**config.mk**
```make
export PLATFORM = sky130hd
export DESIGN_NAME = fir_filter_core
export DESIGN_NICKNAME = d
export VERILOG_FILES = /design/src/rtl/fir_pkg.sv /design/src/rtl/fir_adder_tree.sv /design/src/rtl/fir_filter_core.sv
export SDC_FILE = /design/constraint.sdc
export NUM_CORES = 1
export LEC_CHECK = 0
export CORE_MARGIN = 4
export CORE_UTILIZATION = 30
export DETAILED_ROUTE_END_ITERATION = 10
export GPL_TIMING_DRIVEN = 0
export PLACE_DENSITY = 0.52
export REMOVE_ABC_BUFFERS = 1
export SYNTH_ARGS = -nofsm -noshare
export SYNTH_HDL_FRONTEND = slang
export SYNTH_SLANG_ARGS = --single-unit
export TNS_END_PERCENT = 1
```
**constraint.sdc**
```tcl
create_clock -name clk -period 9.57 [get_ports clk]
set_clock_uncertainty 0.2 [all_clocks]
set_input_delay 0.957 -clock clk [delete_from_list [all_inputs] [get_ports clk]]
set_output_delay 0.957 -clock clk [all_outputs]
set_load 0.01 [all_outputs]
```
**src/rtl/fir_pkg.sv**
```systemverilog
`default_nettype none
// ============================================================================
// Module      : fir_pkg
// Description : Shared widths, coefficient set and output saturation helper
//               for the 16-tap fixed-coefficient low-pass FIR filter.
// Revision    : 1.0 - initial release
// ============================================================================
package fir_pkg;

  localparam int DATA_WIDTH = 16;
  localparam int COEF_WIDTH = 16;
  localparam int TAPS       = 16;
  localparam int PROD_WIDTH = DATA_WIDTH + COEF_WIDTH;
  // Four guard bits above the product width so that sixteen products can
  // never wrap the accumulator.
  localparam int ACC_WIDTH  = PROD_WIDTH + $clog2(TAPS);
  localparam int OUT_WIDTH  = 32;

  typedef logic signed [COEF_WIDTH-1:0] coef_t;

  // Symmetric Q1.15 low-pass kernel; the taps sum to 32768 (unity DC gain).
  localparam coef_t COEFS [TAPS] = '{
    16'sd128,  16'sd384,  16'sd768,  16'sd1280,
    16'sd2048, 16'sd2944, 16'sd3712, 16'sd5120,
    16'sd5120, 16'sd3712, 16'sd2944, 16'sd2048,
    16'sd1280, 16'sd768,  16'sd384,  16'sd128
  };

  // Clamp the wide accumulator into the output range. The sum fits when all
  // bits from the output sign bit upward are copies of the accumulator sign.
  function automatic logic signed [OUT_WIDTH-1:0] sat_out(
    input logic signed [ACC_WIDTH-1:0] acc
  );
    logic [ACC_WIDTH-OUT_WIDTH:0] upper;
    upper = acc[ACC_WIDTH-1:OUT_WIDTH-1];
    if ((upper == '0) || (upper == '1)) begin
      return acc[OUT_WIDTH-1:0];
    end else if (acc[ACC_WIDTH-1]) begin
      return {1'b1, {(OUT_WIDTH-1){1'b0}}};
    end else begin
      return {1'b0, {(OUT_WIDTH-1){1'b1}}};
    end
  endfunction

endpackage
`default_nettype wire

```
**src/rtl/fir_adder_tree.sv**
```systemverilog
`default_nettype none
// ============================================================================
// Module      : fir_adder_tree
// Description : Purely combinational signed sum of TAPS full-width products,
//               each sign-extended to the accumulator width before adding.
// Revision    : 1.0 - initial release
// ============================================================================
module fir_adder_tree
  import fir_pkg::*;
(
  input  logic signed [PROD_WIDTH-1:0] i_prods [TAPS],
  output logic signed [ACC_WIDTH-1:0]  o_sum
);

  logic signed [ACC_WIDTH-1:0] w_ext [TAPS];
  logic signed [ACC_WIDTH-1:0] w_acc;

  // Sign-extend every product to the accumulator width.
  generate
    for (genvar g = 0; g < TAPS; g++) begin : g_ext
      assign w_ext[g] = {{(ACC_WIDTH-PROD_WIDTH){i_prods[g][PROD_WIDTH-1]}}, i_prods[g]};
    end
  endgenerate

  // Sum all extended products; synthesis is free to balance the adders.
  always_comb begin
    w_acc = '0;
    for (int i = 0; i < TAPS; i++) begin
      w_acc = w_acc + w_ext[i];
    end
  end

  assign o_sum = w_acc;

endmodule
`default_nettype wire

```
**src/rtl/fir_filter_core.sv**
```systemverilog
`default_nettype none
// ============================================================================
// Module      : fir_filter_core
// Description : 16-tap direct-form FIR filter. One sample in and one exact
//               32-bit result out per clock; two-edge input-to-output latency.
// Revision    : 1.0 - initial release
// ============================================================================
module fir_filter_core
  import fir_pkg::*;
(
  input  logic                         clk,
  input  logic                         rst,       // active-low, asynchronous
  input  logic signed [DATA_WIDTH-1:0] data_in,
  output logic signed [OUT_WIDTH-1:0]  data_out
);

  logic signed [DATA_WIDTH-1:0] r_x [TAPS];
  logic signed [PROD_WIDTH-1:0] w_prod [TAPS];
  logic signed [ACC_WIDTH-1:0]  w_sum;
  logic signed [OUT_WIDTH-1:0]  r_data_out;

  // Delay line: newest sample in tap 0, everything shifts by one each edge.
  always_ff @(posedge clk or negedge rst) begin
    if (!rst) begin
      for (int i = 0; i < TAPS; i++) begin
        r_x[i] <= '0;
      end
    end else begin
      r_x[0] <= data_in;
      for (int i = 1; i < TAPS; i++) begin
        r_x[i] <= r_x[i-1];
      end
    end
  end

  // Constant-operand multipliers; operands are widened first so the product
  // is formed at full width (-32768 * -32768 still fits in 32 bits).
  generate
    for (genvar g = 0; g < TAPS; g++) begin : g_tap
      assign w_prod[g] = PROD_WIDTH'(r_x[g]) * PROD_WIDTH'(COEFS[g]);
    end
  endgenerate

  fir_adder_tree u_adder_tree (
    .i_prods (w_prod),
    .o_sum   (w_sum)
  );

  // Output register: the only stage after the delay line, keeps latency at 2.
  always_ff @(posedge clk or negedge rst) begin
    if (!rst) begin
      r_data_out <= '0;
    end else begin
      r_data_out <= sat_out(w_sum);
    end
  end

  assign data_out = r_data_out;

endmodule
`default_nettype wire

```
==> results of run 1 <==
==> per-stage QoR <==
step | setup TNS, ns | utilization, % | cells | instance area [sq um]
3_5_place_dp | -74.33 | 32.6 | 4012 | 31700
4_1_cts | -25.36 | 34.7 | 4120 | 33800
2_1_floorplan | -25.20 | - | 2684 | 29500
5_1_grt | -38.40 | 34.8 | 4124 | 33900
3_3_place_gp | -1728.97 | 32.5 | 4009 | 31600
6_report | -25.69 | 34.8 | 4124 | 33900
==> metal layers <==
metal | track usage [%] | share of wire [%]
met3 | 2.07 | 3.8
met5 | 0 | 0
met1 | 20.1 | 48
met4 | 3.65 | 2.5
met2 | 22.2 | 46
==> flip-flops by register name (all words and copies together), names as in the netlist <==
name and cells:
r_x 256, data_out 26
==> synth_stat cells, types with 13 or more instances <==
master    count
nor3_1       41
o21bai_1     22
inv_1       488
and3_1       17
a21o_1       76
xnor2_1     129
ha_1        458
or3_1        21
o21ai_0      84
nor2_1       96
dfrtp_1     282
o31ai_1      13
nand2_1      81
nand2b_1     29
xor2_1       81
o21a_1       19
o211ai_1     13
a21oi_1     118
nor2b_1      19
a211oi_1     13
fa_1        398
nand3_1      27
==> logic make-up (layout without fill, tap and decap cells) <==
logic type	after synthesis	count (layout)	synth area share [%]
DFF	282	282	23.8
muxes	2	2	0.0719
AOI/OAI and AO/OA	470	472	10.8
buffers and inverters	502	650	6.55
and+or+nand+nor	376	376	6.29
adders and majority gates	856	856	46.3
xor gates and xnor gates	210	210	6.21
==> cell type report <==
class	instances	area (sq um)
fill	9751	63400
multi-input combinational	1916	21200
sequential	282	7060
inverter	488	1830
tap	1276	1600
clock buffer	53	1110
timing repair buffer	95	1030
clock inverter	14	109
==> worst register-to-register path, delay by kind of cell (launching register included) <==
| family | cells | cell delay (ns) |
|---|---|---|
| AOI/OAI and AO/OA | 18 | 3.18 |
| xor gates and xnor gates | 2 | 0.39 |
| adders and majority gates | 11 | 4.58 |
| buffers and inverters | 10 | 1.13 |
| DFF | 1 | 0.40 |
| and+or+nand+nor | 4 | 0.58 |
==> worst paths after layout <==
| path | startpoint | to | slack, ns | depth (start not counted) |
|---|---|---|---|---|
| worst max-delay path | r_x[210] | data_out[19] | -1.04 | 45 |
| worst min-delay path | rst | r_x[224] | 0.1 | 1 |
| worst max register to register | r_x[210] | data_out[19] | -1.04 | 45 |
| worst min register to register | r_x[252] | r_x[236] | 0.17 | 0 |
| max in group asynchronous | rst | r_x[109] | 8.14 | 2 |
| min in group clk | r_x[252] | r_x[236] | 0.17 | 0 |
==> timing repair <==
item / in CTS / in global routing
pin swaps: 55 / 30
buffers inserted: 37 / 4
gates cloned: 4 / 0
endpoints found under the setup margin: 26 / 26
resized for setup: 100 / 23
==> flow_metrics.py, run 1 <==
metrics = {
    "status": {
        "status": "finished, violations left",
        "violations": "setup timing",
    },
    "worst_setup_path": {
        "worstPathRequired_ns": 9.80,
        "crit_path_frequent_cell": "fa_1",
        "path_class": "flop to flop",
        "critPathBufInv": 10,
        "cp_slowest_cell": "fa_1",
        "max_stage_delay_ns": 0.55,
        "cp_max_fo": 7,
        "startpoint_type": "flop",
        "end_kind": "flop",
        "worstPathArrival_ns": 10.84,
        "crit_family": "adder cells",
    },
    "finish": {
        "final_common_cell": "inv_1",
        "final_nets": 3694,
        "diodes": 0,
        "drive_gt1_share_pct": 7.87,
        "syn2layout_area_growth_pct": 14.5,
        "final_cell_mix": "inv_1, ha_1, fa_1",
    },
    "logic_synthesis": {
        "syn_area_per_cell_sq_um": 11.0,
        "ys_seq_area_share_pct": 23.8,
        "ys.flop_type": "dfrtp_1",
        "synth_seq_cells": 282,
        "syn-cell-area_sq_um": 29600,
        "ys_types": 76,
        "synth-edff-count": 0,
        "yosysWarningCount": 0,
        "yosys-top-cells-area": "fa_1, dfrtp_1, ha_1",
        "synth_top_area_share_pct": 26.9,
        "yosys.area.top_type": "fa_1",
        "async_reset_ff_share_pct": 100,
        "synthCells": 2698,
    },
    "detailed_routing": {
        "drt-total-wl_mm": 69.2,
        "drc": 0,
        "ant_nets": 0,
        "drtIter0Drc": 1040,
        "wire_per_inst_um": 16.8,
        "first_pass_iters": 5,
        "num_vias": 18700,
        "vias_per_cell": 4.53,
    },
    "sta": {
        "setup_violations": 26,
        "hold_violations": 0,
        "finalMaxSlewViolations": 0,
        "finalCritPeriodShare_pct": 111,
        "fin_ws_ns": -1.04,
        "max_freq_mhz": 94.2,
        "whs_ns": 0.0961,
        "rsz0062_at_grt": "true",
        "max_slew.worst_pin.slew_ns": 1.02,
        "max-slew-margin-rel_pct": 31.6,
        "period_needed_ns": 10.61,
    },
    "global_route": {
        "antenna_found_initial": 1,
        "grt_overflow": 0,
        "grt_usage_pct": 14.0,
        "grt_max_degree": 96,
        "grt_pass1_vias": 19600,
        "grt_first_pass_wirelength_mm": 113,
    },
    "die": {
        "start_util_pct": 30.4,
        "die_area_sq_um": 104000,
        "die_w_um": 322,
        "die_h_um": 322,
        "ios": 50,
        "row_count": 114,
        "fp.coreArea_sq_um": 97300,
    },
    "placed_design": {
        "port_buffers": 49,
        "gp_congestion": 0.787,
        "hpwl_mm": 56.2,
        "dp_slack_ns": -2.97,
    },
    "cts": {
        "h-tree-depth": 2,
        "cts_hold_buf": 0,
        "clockBufferDepth": 3,
        "clkTransAtPathRegs_ns": 0.06,
        "cts_tree": "yes",
        "cts_buffers": 37,
        "cts-root-buf": "clkbuf_16",
        "clk-insertion-delay-late_ns": 0.57,
        "clock_sinks": 282,
    },
    "flow_run": {
        "drv_cap": 0,
    },
    "worst_hold_path": {
        "hold_path_class": "input port to async pin",
    },
}
Power of run 1 is not shown: default switching activity piles up to over one toggle a cycle in this logic, so the estimate is an artifact.
==> run 2, diff against run 1 <==
--- a/config.mk
+++ b/config.mk
@@ -6,10 +6,10 @@
 export NUM_CORES = 1
 export LEC_CHECK = 0
 export CORE_MARGIN = 4
-export CORE_UTILIZATION = 30
+export CORE_UTILIZATION = 55
 export DETAILED_ROUTE_END_ITERATION = 10
 export GPL_TIMING_DRIVEN = 0
-export PLACE_DENSITY = 0.52
+export PLACE_DENSITY = 0.8
 export REMOVE_ABC_BUFFERS = 1
 export SYNTH_ARGS = -nofsm -noshare
 export SYNTH_HDL_FRONTEND = slang
==> run 2 against run 1 <==
Cell count fell by 14%. Critical path type unchanged. Clock-buffer cell count fell by 3. Non-clock buffer count rose by 11. Global-route usage rose by 12 points. Core utilization rose by 28 points. Critical path depth did not move. The run still ends with setup timing left. Sequential cell count did not move. Register-to-register slack got worse by 0.27 ns. Wire length rose by 3.0%. Setup slack got worse by 0.27 ns. Maximum frequency fell by 2.5%.
==> flow_metrics.py, run 2 (synthesis gave the netlist of run 1 again) <==
metrics = {
    "sta": {
        "max_freq_mhz": 91.9,
        "period_needed_ns": 10.88,
        "fin_ws_ns": -1.31,
        "max-slew-margin-rel_pct": 2.55,
        "fin_setup_tns_ns": -32.52,
        "hold_violations": 0,
        "finalCritPeriodShare_pct": 114,
        "max_slew.worst_pin.slew_ns": 1.45,
        "finalMaxSlewViolations": 0,
        "rsz0062_at_grt": "true",
        "setup_violations": 26,
    },
    "worst_setup_path": {
        "rr_worst_depth": 45,
        "cp-startpoint": "r_x[210]",
        "cp_max_fo": 7,
        "r2r-end": "data_out[19]",
        "timing.rr.start": "r_x[210]",
        "crit_path_end": "data_out[19]",
        "startpoint_type": "flop",
        "cp_slowest_cell": "fa_2",
        "max_stage_delay_ns": 0.65,
        "reg2reg_slack_ns": -1.31,
        "worstPathRequired_ns": 9.80,
        "worstPathArrival_ns": 11.12,
        "crit_path_frequent_cell": "fa_1",
        "end_kind": "flop",
        "path_class": "flop to flop",
    },
    "placed_design": {
        "hpwl_mm": 54.0,
        "placedCellCount": 3423,
        "port_buffers": 49,
        "gp_congestion": 0.927,
    },
    "finish": {
        "largest_register": "r_x",
        "diodes": 0,
        "syn2layout_area_growth_pct": 12.5,
        "largest_register_ff_count": 256,
        "final_nets": 3703,
        "finish.utilization_pct": 62.9,
        "final_common_cell": "inv_1",
        "drive_gt1_share_pct": 8.80,
        "final_cell_mix": "inv_1, ha_1, fa_1",
        "stdcell_count": 3539,
    },
    "flow_run": {
        "drv_cap": 0,
    },
    "global_route": {
        "grt_usage_pct": 25.6,
        "grt_pass1_vias": 22500,
        "antenna_found_initial": 0,
        "grt_first_pass_wirelength_mm": 117,
        "grt_max_degree": 104,
        "grt_overflow": 0,
    },
    "worst_hold_path": {
        "hold_path_class": "flop to flop",
    },
    "die": {
        "row_count": 84,
        "fp.coreArea_sq_um": 53000,
        "die_h_um": 240,
        "start_util_pct": 55.9,
        "die_w_um": 240,
        "ios": 50,
        "die_area_sq_um": 57600,
    },
    "cts": {
        "clockBufferDepth": 3,
        "h-tree-depth": 2,
        "clkTransAtPathRegs_ns": 0.06,
        "cts-root-buf": "clkbuf_16",
        "clock_sinks": 282,
        "clk-insertion-delay-late_ns": 0.56,
        "cts_buffers": 35,
        "cts_tree": "yes",
    },
    "detailed_routing": {
        "num_vias": 20400,
        "drt-total-wl_mm": 71.3,
        "ant_nets": 0,
        "drc": 0,
        "first_pass_iters": 6,
        "drtIter0Drc": 1510,
        "wire_per_inst_um": 20.2,
        "vias_per_cell": 5.76,
    },
    "status": {
        "status": "finished, violations left",
        "violations": "setup timing",
    },
}
[run 2: layout make-up]
class,instances,area (sq um)
Inverter,488,1830
Fill cell,3825,19700
Timing Repair Buffer,106,1060
Clock buffer,50,1010
Tap cell,688,861
Multi-Input combinational cell,1916,21300
Sequential cell,282,7060
Clock inverter,9,145
[run 2: routing by layer]
layer  up-vias  routed length [um]  GRT usage [%]
li1       9218                   -              -
met1     10400               28700           33.1
met2       585               35500           43.0
met3       180                3880           4.62
met4         0                3240           10.5
met5         -                   0              0
[run 2: worst max-delay path: cells and delay by family, from the launching register on]
| family | cells | cell delay [ns] |
|---|---|---|
| AOI/OAI and AO/OA | 19 | 3.35 |
| xor gates and xnor gates | 1 | 0.20 |
| buffers and inverters | 10 | 1.29 |
| and+or+nand+nor | 4 | 0.78 |
| adders and majority gates | 11 | 4.49 |
| DFF | 1 | 0.41 |
[run 2: repair_timing]
item / 4_1_cts / 5_1_grt
gates cloned: 4 / 0
setup endpoints to repair: 26 / 26
hold buffers: 0 / 0
resized for setup: 115 / 44
pin swaps: 62 / 57
buffers inserted: 44 / 11
[run 2: how the worst min path moves through the flow]
stage	start	slack, ns	depth (start not counted)	endpoint
floorplan	r_x[241]	0.15	0	r_x[225]
global placement	r_x[241]	0.16	0	r_x[225]
detailed placement	r_x[241]	0.16	0	r_x[225]
CTS	r_x[241]	0.17	0	r_x[225]
global route	r_x[253]	0.19	0	r_x[237]
finish	r_x[241]	0.17	0	r_x[225]
[run 2: through the flow]
| stage | setup WS (ns) | cell area [sq um] | hold WS (ns) |
|---|---|---|---|
| global placement | -5.04 | 30800 | 0.160 |
| CTS | -1.00 | 33100 | 0.172 |
| floorplan | -1.01 | 29500 | 0.154 |
| finish | -1.31 | 33300 | 0.169 |
| global route | -1.61 | 33300 | 0.188 |
| detailed placement | -2.84 | 30900 | 0.163 |
Power of run 2 is left out for the same reason.
